**config.mk**
```make
export PLATFORM = sky130hd
export DESIGN_NAME = cla_iter_divider
export DESIGN_NICKNAME = d
export VERILOG_FILES = /design/src/rtl/cla_iter_divider.sv
export SDC_FILE = /design/constraint.sdc
export NUM_CORES = 1
export LEC_CHECK = 0
export BUFFER_PORTS_ARGS = -buffer_cell sky130_fd_sc_hd__buf_2
export CORE_UTILIZATION = 50
export DETAILED_ROUTE_END_ITERATION = 8
export GPL_TIMING_DRIVEN = 0
export HOLD_SLACK_MARGIN = 0.05
export PLACE_DENSITY_LB_ADDON = 0.12
export SYNTH_ARGS = -nofsm -noshare
export SYNTH_HDL_FRONTEND = slang
export SYNTH_HIERARCHICAL = 1
export SYNTH_SLANG_ARGS = --single-unit
export TNS_END_PERCENT = 5
```
**constraint.sdc**
```tcl
create_clock -name clk -period 8.89 [get_ports clk]
set_clock_uncertainty 0.2 [all_clocks]
set_input_delay 1.3335 -clock clk [delete_from_list [all_inputs] [get_ports clk]]
set_output_delay 1.3335 -clock clk [all_outputs]
set_load 0.02 [all_outputs]
```
**src/rtl/cla_iter_divider.sv**
```systemverilog
// ============================================================================
// cla_iter_divider : 32-cycle restoring divide/remainder unit (RV32M DIV/DIVU/REM/REMU)
//                    built around a single carry-lookahead adder.
// Revision: 1.0
// ============================================================================
`default_nettype none

module cla (
   input  logic [31:0] a,
   input  logic [31:0] b,
   input  logic        cin,
   output logic [31:0] sum,
   output logic        cout_final
);
   logic [8:0] w_gc;

   assign w_gc[0]    = cin;
   assign cout_final = w_gc[8];

   genvar gi;
   generate
      for (gi = 0; gi < 8; gi++) begin : g_grp
         logic [3:0] w_g;
         logic [3:0] w_p;
         logic [4:0] w_c;

         assign w_g    = a[4*gi +: 4] & b[4*gi +: 4];
         assign w_p    = a[4*gi +: 4] ^ b[4*gi +: 4];
         assign w_c[0] = w_gc[gi];
         assign w_c[1] = w_g[0] | (w_p[0] & w_c[0]);
         assign w_c[2] = w_g[1] | (w_p[1] & w_g[0]) | (&w_p[1:0] & w_c[0]);
         assign w_c[3] = w_g[2] | (w_p[2] & w_g[1]) | (&w_p[2:1] & w_g[0])
                       | (&w_p[2:0] & w_c[0]);
         assign w_c[4] = w_g[3] | (w_p[3] & w_g[2]) | (&w_p[3:2] & w_g[1])
                       | (&w_p[3:1] & w_g[0]) | (&w_p[3:0] & w_c[0]);
         assign sum[4*gi +: 4] = w_p ^ w_c[3:0];
         assign w_gc[gi+1]     = w_c[4];
      end
   endgenerate
endmodule

module cla_iter_divider #(
   parameter int WIDTH = 32,
   parameter int CNT_W = 5
) (
   input  logic             clk,
   input  logic             rst_n,
   input  logic             in_valid,
   output logic             in_ready,
   input  logic [1:0]       op,
   input  logic [WIDTH-1:0] dividend,
   input  logic [WIDTH-1:0] divisor,
   output logic             out_valid,
   input  logic             out_ready,
   output logic [WIDTH-1:0] result,
   output logic             busy
);
   localparam logic [1:0]       S_IDLE = 2'd0;
   localparam logic [1:0]       S_CALC = 2'd1;
   localparam logic [1:0]       S_DONE = 2'd2;
   localparam logic [WIDTH-1:0] c_ONE  = {{(WIDTH-1){1'b0}}, 1'b1};
   localparam logic [WIDTH-1:0] c_MIN  = {1'b1, {(WIDTH-1){1'b0}}};
   localparam logic [CNT_W-1:0] c_LAST = {CNT_W{1'b1}};

   logic [1:0]       r_state, w_state_nxt;
   logic [CNT_W-1:0] r_cnt;
   logic [WIDTH-1:0] r_rem, r_quo, r_dmag, r_result;
   logic             r_is_rem, r_sa, r_sb;

   logic             w_accept, w_sa, w_sb, w_div_zero, w_ovf, w_special, w_last;
   logic [WIDTH-1:0] w_dvd_mag, w_dvs_mag, w_special_res;
   logic [WIDTH-1:0] w_trial_a, w_trial_b, w_sum, w_rem_nxt, w_quo_nxt;
   logic [WIDTH-1:0] w_quo_fin, w_rem_fin, w_calc_res;
   logic             w_cout, w_take;

   // Request decode: signs only matter for the signed ops (op[0] == 0)
   assign w_accept   = in_valid && in_ready;
   assign w_sa       = ~op[0] & dividend[WIDTH-1];
   assign w_sb       = ~op[0] & divisor[WIDTH-1];
   assign w_dvd_mag  = w_sa ? (~dividend + c_ONE) : dividend;
   assign w_dvs_mag  = w_sb ? (~divisor + c_ONE) : divisor;
   assign w_div_zero = (divisor == '0);
   assign w_ovf      = ~op[0] && (dividend == c_MIN) && (divisor == '1);
   assign w_special  = w_div_zero | w_ovf;

   always_comb begin
      w_special_res = '0;
      if (w_div_zero)
         w_special_res = op[1] ? dividend : '1;
      else
         w_special_res = op[1] ? '0 : c_MIN;
   end

   // One restoring step: trial-subtract the divisor magnitude via the adder
   assign w_trial_a = {r_rem[WIDTH-2:0], r_quo[WIDTH-1]};
   assign w_trial_b = ~r_dmag;

   cla u_cla (
      .a          (w_trial_a),
      .b          (w_trial_b),
      .cin        (1'b1),
      .sum        (w_sum),
      .cout_final (w_cout)
   );

   // A set rem MSB means the shifted remainder exceeds 2^32 > divisor, so the
   // subtract always succeeds even though the 32-bit adder loses that bit.
   assign w_take     = w_cout | r_rem[WIDTH-1];
   assign w_rem_nxt  = w_take ? w_sum : w_trial_a;
   assign w_quo_nxt  = {r_quo[WIDTH-2:0], w_take};
   assign w_last     = (r_cnt == c_LAST);
   assign w_quo_fin  = (r_sa ^ r_sb) ? (~w_quo_nxt + c_ONE) : w_quo_nxt;
   assign w_rem_fin  = r_sa ? (~w_rem_nxt + c_ONE) : w_rem_nxt;
   assign w_calc_res = r_is_rem ? w_rem_fin : w_quo_fin;

   always_ff @(posedge clk or negedge rst_n) begin
      if (!rst_n)
         r_state <= S_IDLE;
      else
         r_state <= w_state_nxt;
   end

   always_comb begin
      w_state_nxt = r_state;
      case (r_state)
         S_IDLE:  if (w_accept) w_state_nxt = w_special ? S_DONE : S_CALC;
         S_CALC:  if (w_last) w_state_nxt = S_DONE;
         S_DONE:  if (out_ready) w_state_nxt = S_IDLE;
         default: w_state_nxt = S_IDLE;
      endcase
   end

   always_comb begin
      in_ready  = (r_state == S_IDLE);
      busy      = (r_state == S_CALC) || (r_state == S_DONE);
      out_valid = (r_state == S_DONE);
   end

   always_ff @(posedge clk or negedge rst_n) begin
      if (!rst_n) begin
         r_cnt    <= '0;
         r_rem    <= '0;
         r_quo    <= '0;
         r_dmag   <= '0;
         r_result <= '0;
         r_is_rem <= 1'b0;
         r_sa     <= 1'b0;
         r_sb     <= 1'b0;
      end else if (r_state == S_IDLE) begin
         if (w_accept) begin
            r_is_rem <= op[1];
            r_sa     <= w_sa;
            r_sb     <= w_sb;
            r_dmag   <= w_dvs_mag;
            r_quo    <= w_dvd_mag;
            r_rem    <= '0;
            r_cnt    <= '0;
            if (w_special)
               r_result <= w_special_res;
         end
      end else if (r_state == S_CALC) begin
         r_rem <= w_rem_nxt;
         r_quo <= w_quo_nxt;
         r_cnt <= r_cnt + 1'b1;
         if (w_last)
            r_result <= w_calc_res;
      end
   end

   assign result = r_result;
endmodule

`default_nettype wire

```
Word level (Yosys, flattened, before mapping). Cells that the tools add are included.

Register bits after elaboration: 138. Bits of input ports: 70. Output and inout bits: 35. Logic and storage cells: 302.

Add/subtract/negate cells: 5. Eq/ne operators: 9. Multiplexer cells: 28. Bitwise logic cells: 191. Reductions and logical operators: 60.

Operator list (number): $mux 32 (20); $not 32->32 (5); $add 32x1->32 const B (4); $or 1x1->1 (82); $and 1x1->1 (78); $eq 32x32->1 const B (2); $xor 4x4->4 (16); $reduce_and 2->1 (26); $reduce_and 3->1 (17); $reduce_and 4->1 (9); $and 4x4->4 (8); $logic_not 32->1 (1); $mux 5 (3); $mux 2 (4); $ne 2x1->1 const B (3); $pmux 2 s3 (1); $add 5x1->5 const B (1); $eq 5x5->1 const B (1); $reduce_bool 2->1 (2); $logic_and 1x1->1 (3); $eq 2x1->1 const B (1); $eq 2x2->1 const B (1); $logic_not 2->1 (1); $ne 2x2->1 const B (1); 3 further kinds (3).

Logic depth before layout (Yosys ltp). Gate-level depths: netlist (run 1).

Depth in word-level cells: 30. Depth in mapped cells: 27. Gate-level depth less buffers: 22.

Cells and area by module. Netlist (run 1), hierarchy kept.

By module, submodules not included: cla_iter_divider (instances 1, cells an instance 1179, area each 9646.8 sq um, sequential area each 3453.3 sq um); cla (instances 1, cells an instance 154, area each 1335.0 sq um, sequential area each 0.0 sq um).

Least setup slack after synthesis (run 1). OpenSTA, ideal clock, no wires.

Kind: reg-to-reg. Start: reg r_rem[16]. End: reg r_result[28], in the netlist result[28]. Library setup time: 0.133 ns. Arrival time: 6.287 ns. Required time: 8.557 ns. Setup slack: 2.270 ns. Stages on the path, launching flop included: 27. Buffers on the path: 5. Clock period less this slack: 6.620 ns. Cell sequence: dfrtp_1 -> ha_1 -> a21o_1 -> a21o_1 -> a221oi_2 -> o32ai_1 -> a311oi_2 -> o21ai_2 -> a31oi_2 -> o21bai_1 -> or2_2 -> clkbuf_1 -> inv_1 -> buf_2 -> buf_2 -> buf_2 -> buf_1 -> mux2i_1 -> ha_1 -> nor4b_1 -> mux2i_1 -> nor3_1 -> nand2_1 -> nor4_1 -> mux2i_1 -> a2111oi_0 -> nor2_1.

Longest elaborated chain between the ends: 20. Elaborated cells on any way between the ends: 57. Those cells by class: add/sub: 2; mux: 7; bitwise: 43; reduce/logical: 5.

Ends and longest elaborated chain: start: declaration (line 67) `logic [WIDTH-1:0] r_rem, r_quo, r_dmag, r_result;`; start signal: assignment (line 162) `r_rem <= w_rem_nxt;`; $xor 4x4->4 or $and 4x4->4 (tied branches) (line 28, 27); $reduce_and 3->1 or $and 1x1->1 (tied branches) (line 35, 34); $and 1x1->1 or $or 1x1->1 (tied branches) (line 35, 34); $or 1x1->1 (line 35) `| (&w_p[3:1] & w_g[0]) | (&w_p[3:0] & w_c[0]);`; $or 1x1->1 (*) (line 35); $and 1x1->1 (*) (line 35); $or 1x1->1 (*) (line 35); $and 1x1->1 (*) (line 35); [3 not listed]; named net w_cout (line 74) `logic w_cout, w_take;`; [1 not listed]; $mux 32 (line 109) `assign w_rem_nxt = w_take ? w_sum : w_trial_a;`; $not 32->32 (line 113) `assign w_rem_fin = r_sa ? (~w_rem_nxt + c_ONE) : w_rem_nxt;`; $add 32x1->32 (line 113); $mux 32 (line 113); $mux 32 (*) (line 114) `assign w_calc_res = r_is_rem ? w_rem_fin : w_quo_fin;`; $mux 32 (*) (line 165) `if (w_last)`; $mux 32 (*) (line 161) `end else if (r_state == S_CALC) begin`; $mux 32 (*) (line 149) `end else if (r_state == S_IDLE) begin`; end signal: assignment (line 159) `r_result <= w_special_res;`; end signal: assignment (line 166) `r_result <= w_calc_res;`; end: declaration (line 67).

The timed path passes the listed nets; every way through them passes the cells marked *. The select of a mux whose other input is x is not followed. A chain may end at the register's enable or synchronous reset.

Worst setup path after layout (run 1). Same ends and word-level chain as after synthesis.

==> flow_summary_export.csv, run 1 <==
group,metric,value,unit
global_routing,grt_pass1_wl,58800,microns
global_routing,grt_max_degree,93,
layout,design_area,12500,sq um
global_routing,track_usage,35.1,%
timing,min_period,8.20,ns
routing,post_drt_wl_per_cell,22.0,microns
clocking,postCtsSetupBuffers,0,
power,power,0.00473,W
timing,maxSlewViolCount,0,
clocking,clkLatencyLatePin,0.44,ns
worst_setup_path,start_kind,"register",
logic_synthesis,synthCells,1333,
layout,syn_to_final_growth,13.6,%
logic_synthesis,yosys_most_used_dff,"dfrtp_1",
placement,dpl.hpwl,29700,microns
logic_synthesis,synth_area,11000,sq um
logic_synthesis,yosysMostFrequentCell,"dfrtp_1",
global_routing,grt.overflow.total,0,
logic_synthesis,syn_area_per_cell,8.24,sq um
routing,drc_errors,0,
clocking,cts_made_buffers,17,
placement,placed_cell_area,11900,sq um
global_routing,antenna_found_initial,1,
logic_synthesis,ys_ff_latch,138,
clocking,cts_tree,"yes",
logic_synthesis,synth.distinct_cells,82,
clocking,clock_sinks,138,
floorplanning,dieWidth,150,microns
routing,vias_per_cell,6.24,
timing,fin_setup_tns,0,ns
floorplanning,ios,105,
routing,antenna_left,0,
timing,setup_viol,0,
logic_synthesis,netlist.area_leader.share,31.4,%
routing,drt_iter0_drc,1172,
logic_synthesis,synth_area_leaders,"dfrtp_1, o21ai_0, xnor2_1",
placement,gp_congestion,0.951,
flow_run,cap_violations,0,
logic_synthesis,synth_edf_count,0,
worst_setup_path,critical_path_class,"reg2reg",
timing,worst_slew_pin_slew,1.19,ns
min_path,hold_class,"reg2reg",
timing,hold_viol_final,0,
routing,vias,10890,
clocking,htreeDepth,4,
clocking,clock-root-buffer,"clkbuf_16",
logic_synthesis,ys_async_sr_fraction,100,%
power,power.density,380,nW/um^2
floorplanning,std_cell_rows,53,
floorplanning,initial_core_util,51.6,%
timing,rsz0062_at_grt,"false",
global_routing,grt_pass1_vias,10152,
routing,wirelength,38300,microns
logic_synthesis,synth_warnings,6,
clocking,clock_path_buffers,2,
worst_setup_path,critical_path.max_fanout,19,
floorplanning,dieArea,22600,sq um
routing,drt-pass1-iter-count,6,
clocking,ctsResizeCount,0,
power,ir_drop,199,uV
logic_synthesis,synth-seq-area-share,31.4,%
timing,period_share,92.2,%
clocking,clkTransAtPathRegs,0.07,ns
timing,fmax,0.122,GHz
outcome,status,"completed",
power,leakage,5.58,nW
layout,fin_nets,1578,
worst_setup_path,critPathCaptureType,"register",
clocking,hold_buffers,0,
placement,io_buffers,104,
layout,drive_gt1_share,13.1,%
logic_synthesis,synth_top_area_cell,"dfrtp_1",
worst_setup_path,cp.required,9.00,ns
logic_synthesis,synth.top_cells.by_count,"dfrtp_1, o21ai_0, nand2_1, nor2_1, a21oi_1",
worst_setup_path,critPathArrivalTime,8.31,ns
timing,max-slew-margin-rel,20.0,%
floorplanning,chipHeight,150,microns
floorplanning,core-area,21300,sq um
==> metrics by stage <==
| step | cells | utilization (%) | hold WS [ns] | setup WS, ns |
|---|---|---|---|---|
| global route | 1745 | 58.6 | 0.301 | 0.0368 |
| detailed placement | 1715 | 55.9 | 0.270 | 0.229 |
| finish | 1746 | 58.6 | 0.277 | 0.691 |
| CTS | 1746 | 58.6 | 0.285 | 0.145 |
| global placement | 1714 | 55.7 | 0.264 | 0.362 |
| floorplan | 1335 | - | 0.250 | 2.27 |
==> cell usage in the layout (no fill, tap or decap), types with 15 or more instances in the layout <==
cell type,instances
mux2i_1,44
nor3_1,38
o21ai_0,135
xor2_1,65
nand2b_1,20
or4_1,15
ha_1,42
a21oi_1,92
o31ai_1,23
dfrtp_1,138
nor2b_1,17
clkbuf_1,60
a22oi_1,35
nand3_1,16
inv_1,75
xnor2_1,67
nor4_1,21
nand2_1,124
buf_2,107
nor2_1,100
clkbuf_16,17
==> registers in the layout, summed over array words and instances, names as in the netlist <==
signal and count:
r_cnt 5, r_is_rem 1, r_sa 1, r_dmag 32
r_state 2, r_quo 32, r_rem 32, result 32
r_sb 1
==> critical path, cell delays in order (launching register included) <==
cell and delay, ns:
dfrtp_1 0.42, ha_1 0.39, a21o_1 0.21, a21o_1 0.18, a221oi_2 0.31, o32ai_1 0.14, a311oi_2 0.51, o21ai_2 0.13
a31oi_2 0.26, o21bai_1 0.21, or2_2 0.33, clkbuf_1 0.26, inv_1 0.25, buf_2 0.33, buf_2 0.37, buf_2 0.56
mux2i_1 0.43, ha_1 0.27, nor4b_1 0.26, mux2i_1 0.18, nor3_2 0.41, nand2_1 0.25, nor4_1 0.50, mux2i_1 0.14
a2111oi_0 0.47, nor2_1 0.09
==> where the power goes <==
part           switching, W  internal [W]
Sequential         0.000190      0.000807
Combinational       0.00198       0.00103
Clock              0.000311      0.000412
==> logic make-up (layout without fill, tap and decap cells) <==
group / after synthesis / after routing / share of synthesized area, %
AO/OA/AOI/OAI: 403 / 403 / 23.7
XOR/XNOR: 132 / 132 / 10.5
adder cells (fa/ha/maj): 50 / 50 / 6.24
buffers and inverters: 153 / 288 / 5.73
flip-flops: 138 / 138 / 31.4
multiplexers: 46 / 46 / 4.22
other: 1 / 4 / 0.0341
AND/OR/NAND/NOR: 410 / 410 / 18.1
==> final cells by class <==
cell class,count,area [sq um]
clock buffer,17,425
buffer,74,333
fill,2000,8820
multi-input combinational,1044,6920
antenna,1,2.50
timing repair buffer,105,554
clock inverter,14,148
sequential,138,3450
tap,275,344
inverter,78,293
==> per-layer routing <==
layer | up-vias | wire length, microns | track usage [%]
li1 | 5008 | - | -
met1 | 5263 | 16900 | 49.6
met2 | 534 | 16300 | 51.5
met3 | 85 | 4100 | 10.2
met4 | 0 | 1050 | 10.6
met5 | - | 0 | 0
==> final timing paths <==
path                                             start                     end  slack (ns)  cells past startpoint
worst min register to register  r_dmag[18]$_DFFE_PN0P_  r_dmag[18]$_DFFE_PN0P_        0.28                      2
worst min-delay path            r_dmag[18]$_DFFE_PN0P_  r_dmag[18]$_DFFE_PN0P_        0.28                      2
max in group asynchronous                        rst_n   r_quo[26]$_DFFE_PN0P_        7.03                      2
worst max-delay path             r_rem[16]$_DFFE_PN0P_  result[28]$_DFFE_PN0P_        0.69                     25
worst max register to register   r_rem[16]$_DFFE_PN0P_  result[28]$_DFFE_PN0P_        0.69                     25
min in group asynchronous                        rst_n  r_dmag[24]$_DFFE_PN0P_        0.62                      1
Note: power is estimated with default switching activity, not from simulation.
==> run 2: changes to the inputs <==
CORE_MARGIN = 2   (was default)
==> flow_summary_export.csv, run 2 (synthesized netlist as in run 1, its figures left out) <==
group,metric,value,unit
layout,fill_cells,2067,
floorplanning,initial_core_util,50.6,%
flow_run,cap_violations,0,
clocking,clock-root-buffer,"clkbuf_16",
routing,wirelength,38000,microns
routing,vias,10791,
timing,hold_viol_final,0,
floorplanning,core-area,21700,sq um
worst_setup_path,critPathArrivalTime,8.41,ns
power,leakage,5.57,nW
floorplanning,dieWidth,152,microns
power,ir_drop,185,uV
global_routing,grt_pass1_wl,59500,microns
timing,worst_slew_pin_slew,1.02,ns
worst_setup_path,worst-path-buf-inv,5,
worst_setup_path,crit_top_cell,"mux2i_1",
floorplanning,chipHeight,152,microns
timing,holdWs,0.283,ns
layout,layout_common_cells,"dfrtp_1, o21ai_0, nand2_1",
layout,diodes,0,
timing,max-slew-margin-rel,31.5,%
worst_setup_path,critPathCaptureType,"register",
routing,drt-pass1-iter-count,8,
layout,fin_nets,1578,
global_routing,grt.overflow.total,0,
worst_setup_path,critical_path.max_fanout,19,
outcome,status,"completed",
clocking,cts_made_buffers,17,
layout,multi_input_area,6910,sq um
power,power.density,376,nW/um^2
routing,vias_per_cell,6.17,
floorplanning,ios,105,
timing,rsz0062_at_grt,"false",
clocking,cts_tree,"yes",
clocking,clkTransAtPathRegs,0.06,ns
layout,drive_gt1_share,13.0,%
routing,antenna_left,0,
timing,maxSlewViolCount,0,
clocking,clock_sinks,138,
floorplanning,std_cell_rows,54,
min_path,hold_class,"reg2reg",
placement,io_buffers,104,
layout,final_common_cell,"dfrtp_1",
layout,syn_to_final_growth,13.3,%
floorplanning,dieArea,23200,sq um
routing,drt_iter0_drc,957,
placement,preCtsSetupSlack,0.129,ns
timing,setup_ws,0.586,ns
placement,dpl.hpwl,29500,microns
clocking,clock_path_buffers,2,
timing,period_share,93.4,%
layout,seqCellArea,3450,sq um
global_routing,grt_pass1_vias,10405,
clocking,clkLatencyLatePin,0.44,ns
power,power,0.00467,W
timing,min_period,8.30,ns
worst_setup_path,start_kind,"register",
routing,post_drt_wl_per_cell,21.7,microns
clocking,htreeDepth,4,
timing,fmax,0.120,GHz
global_routing,antenna_found_initial,2,
timing,fin_setup_tns,0,ns
worst_setup_path,critical_path_class,"reg2reg",
worst_setup_path,cp.required,9.00,ns
routing,drc_errors,0,
worst_setup_path,cpPeakStageDelay,0.56,ns
timing,setup_viol,0,
global_routing,track_usage,32.9,%
worst_setup_path,slowest_stage,"nor3_1",
placement,gp_congestion,1.01,
worst_setup_path,cp_top_family,"compound AO/OA/AOI/OAI gates",
global_routing,grt_max_degree,92,
## run 2: metrics by stage
stage                     util [%]  area [sq um]  instances
after global placement        54.7         11900       1719
after detailed placement      54.9         11900       1720
after global routing          57.4         12400       1750
after floorplan                  -         11000       1335
final                         57.4         12400       1750
after CTS                     57.4         12400       1751
## run 2: timing repair
action,4_1_cts,5_1_grt
setup endpoints to repair,0,8
hold buffers,0,0
buffers inserted,0,0
resized for setup,0,1
## run 2: layout make-up
type,instances,area share (%)
clock inverter,10,0.573
sequential,138,27.8
inverter,78,2.35
multi-input combinational,1044,55.6
clock buffer,21,3.78
buffer,74,2.70
timing repair buffer,105,4.46
tap,280,2.82
## run 2: power breakdown
group	leakage (nW)	total (W)	switching, W	internal, W
Clock	0.257	0.000676	0.000299	0.000377
Combinational	3.56	0.00299	0.00196	0.00103
Sequential	1.75	0.00100	0.000197	0.000807
## run 2: path summary, 6_finish.rpt
| check | from | to | slack (ns) | cells past startpoint |
|---|---|---|---|---|
| max in group asynchronous | rst_n | r_rem[0]$_DFFE_PN0P_ | 7.02 | 2 |
| setup reg to reg | r_rem[16]$_DFFE_PN0P_ | result[28]$_DFFE_PN0P_ | 0.59 | 25 |
| hold / removal | r_dmag[24]$_DFFE_PN0P_ | r_dmag[24]$_DFFE_PN0P_ | 0.28 | 2 |
| hold reg to reg | r_dmag[24]$_DFFE_PN0P_ | r_dmag[24]$_DFFE_PN0P_ | 0.28 | 2 |
| setup / recovery | r_rem[16]$_DFFE_PN0P_ | result[28]$_DFFE_PN0P_ | 0.59 | 25 |
| min in group asynchronous | rst_n | r_dmag[21]$_DFFE_PN0P_ | 0.63 | 1 |
## run 2: worst register-to-register path: stages (launching register included)
cell	delay, ns
dfrtp_1	0.44
ha_1	0.40
a21o_1	0.20
a21o_1	0.18
a221oi_2	0.33
o32ai_1	0.15
a311oi_2	0.46
o21ai_2	0.13
a31oi_2	0.24
o21bai_1	0.23
or2_2	0.34
clkbuf_1	0.26
inv_1	0.27
buf_2	0.34
buf_2	0.36
clkbuf_4	0.45
mux2i_1	0.38
ha_1	0.27
nor4b_1	0.26
mux2i_1	0.18
nor3_1	0.56
nand2_1	0.33
nor4_1	0.55
mux2i_1	0.17
a2111oi_0	0.42
nor2_1	0.09
## run 2: routing by layer
metal | routed length [microns] | vias to the layer above | track usage (%)
met1 | 17400 | 5227 | 48.4
met3 | 3080 | 81 | 6.74
met4 | 1200 | 4 | 12.5
li1 | - | 5012 | -
met5 | 23 | - | 0
met2 | 16300 | 467 | 47.6
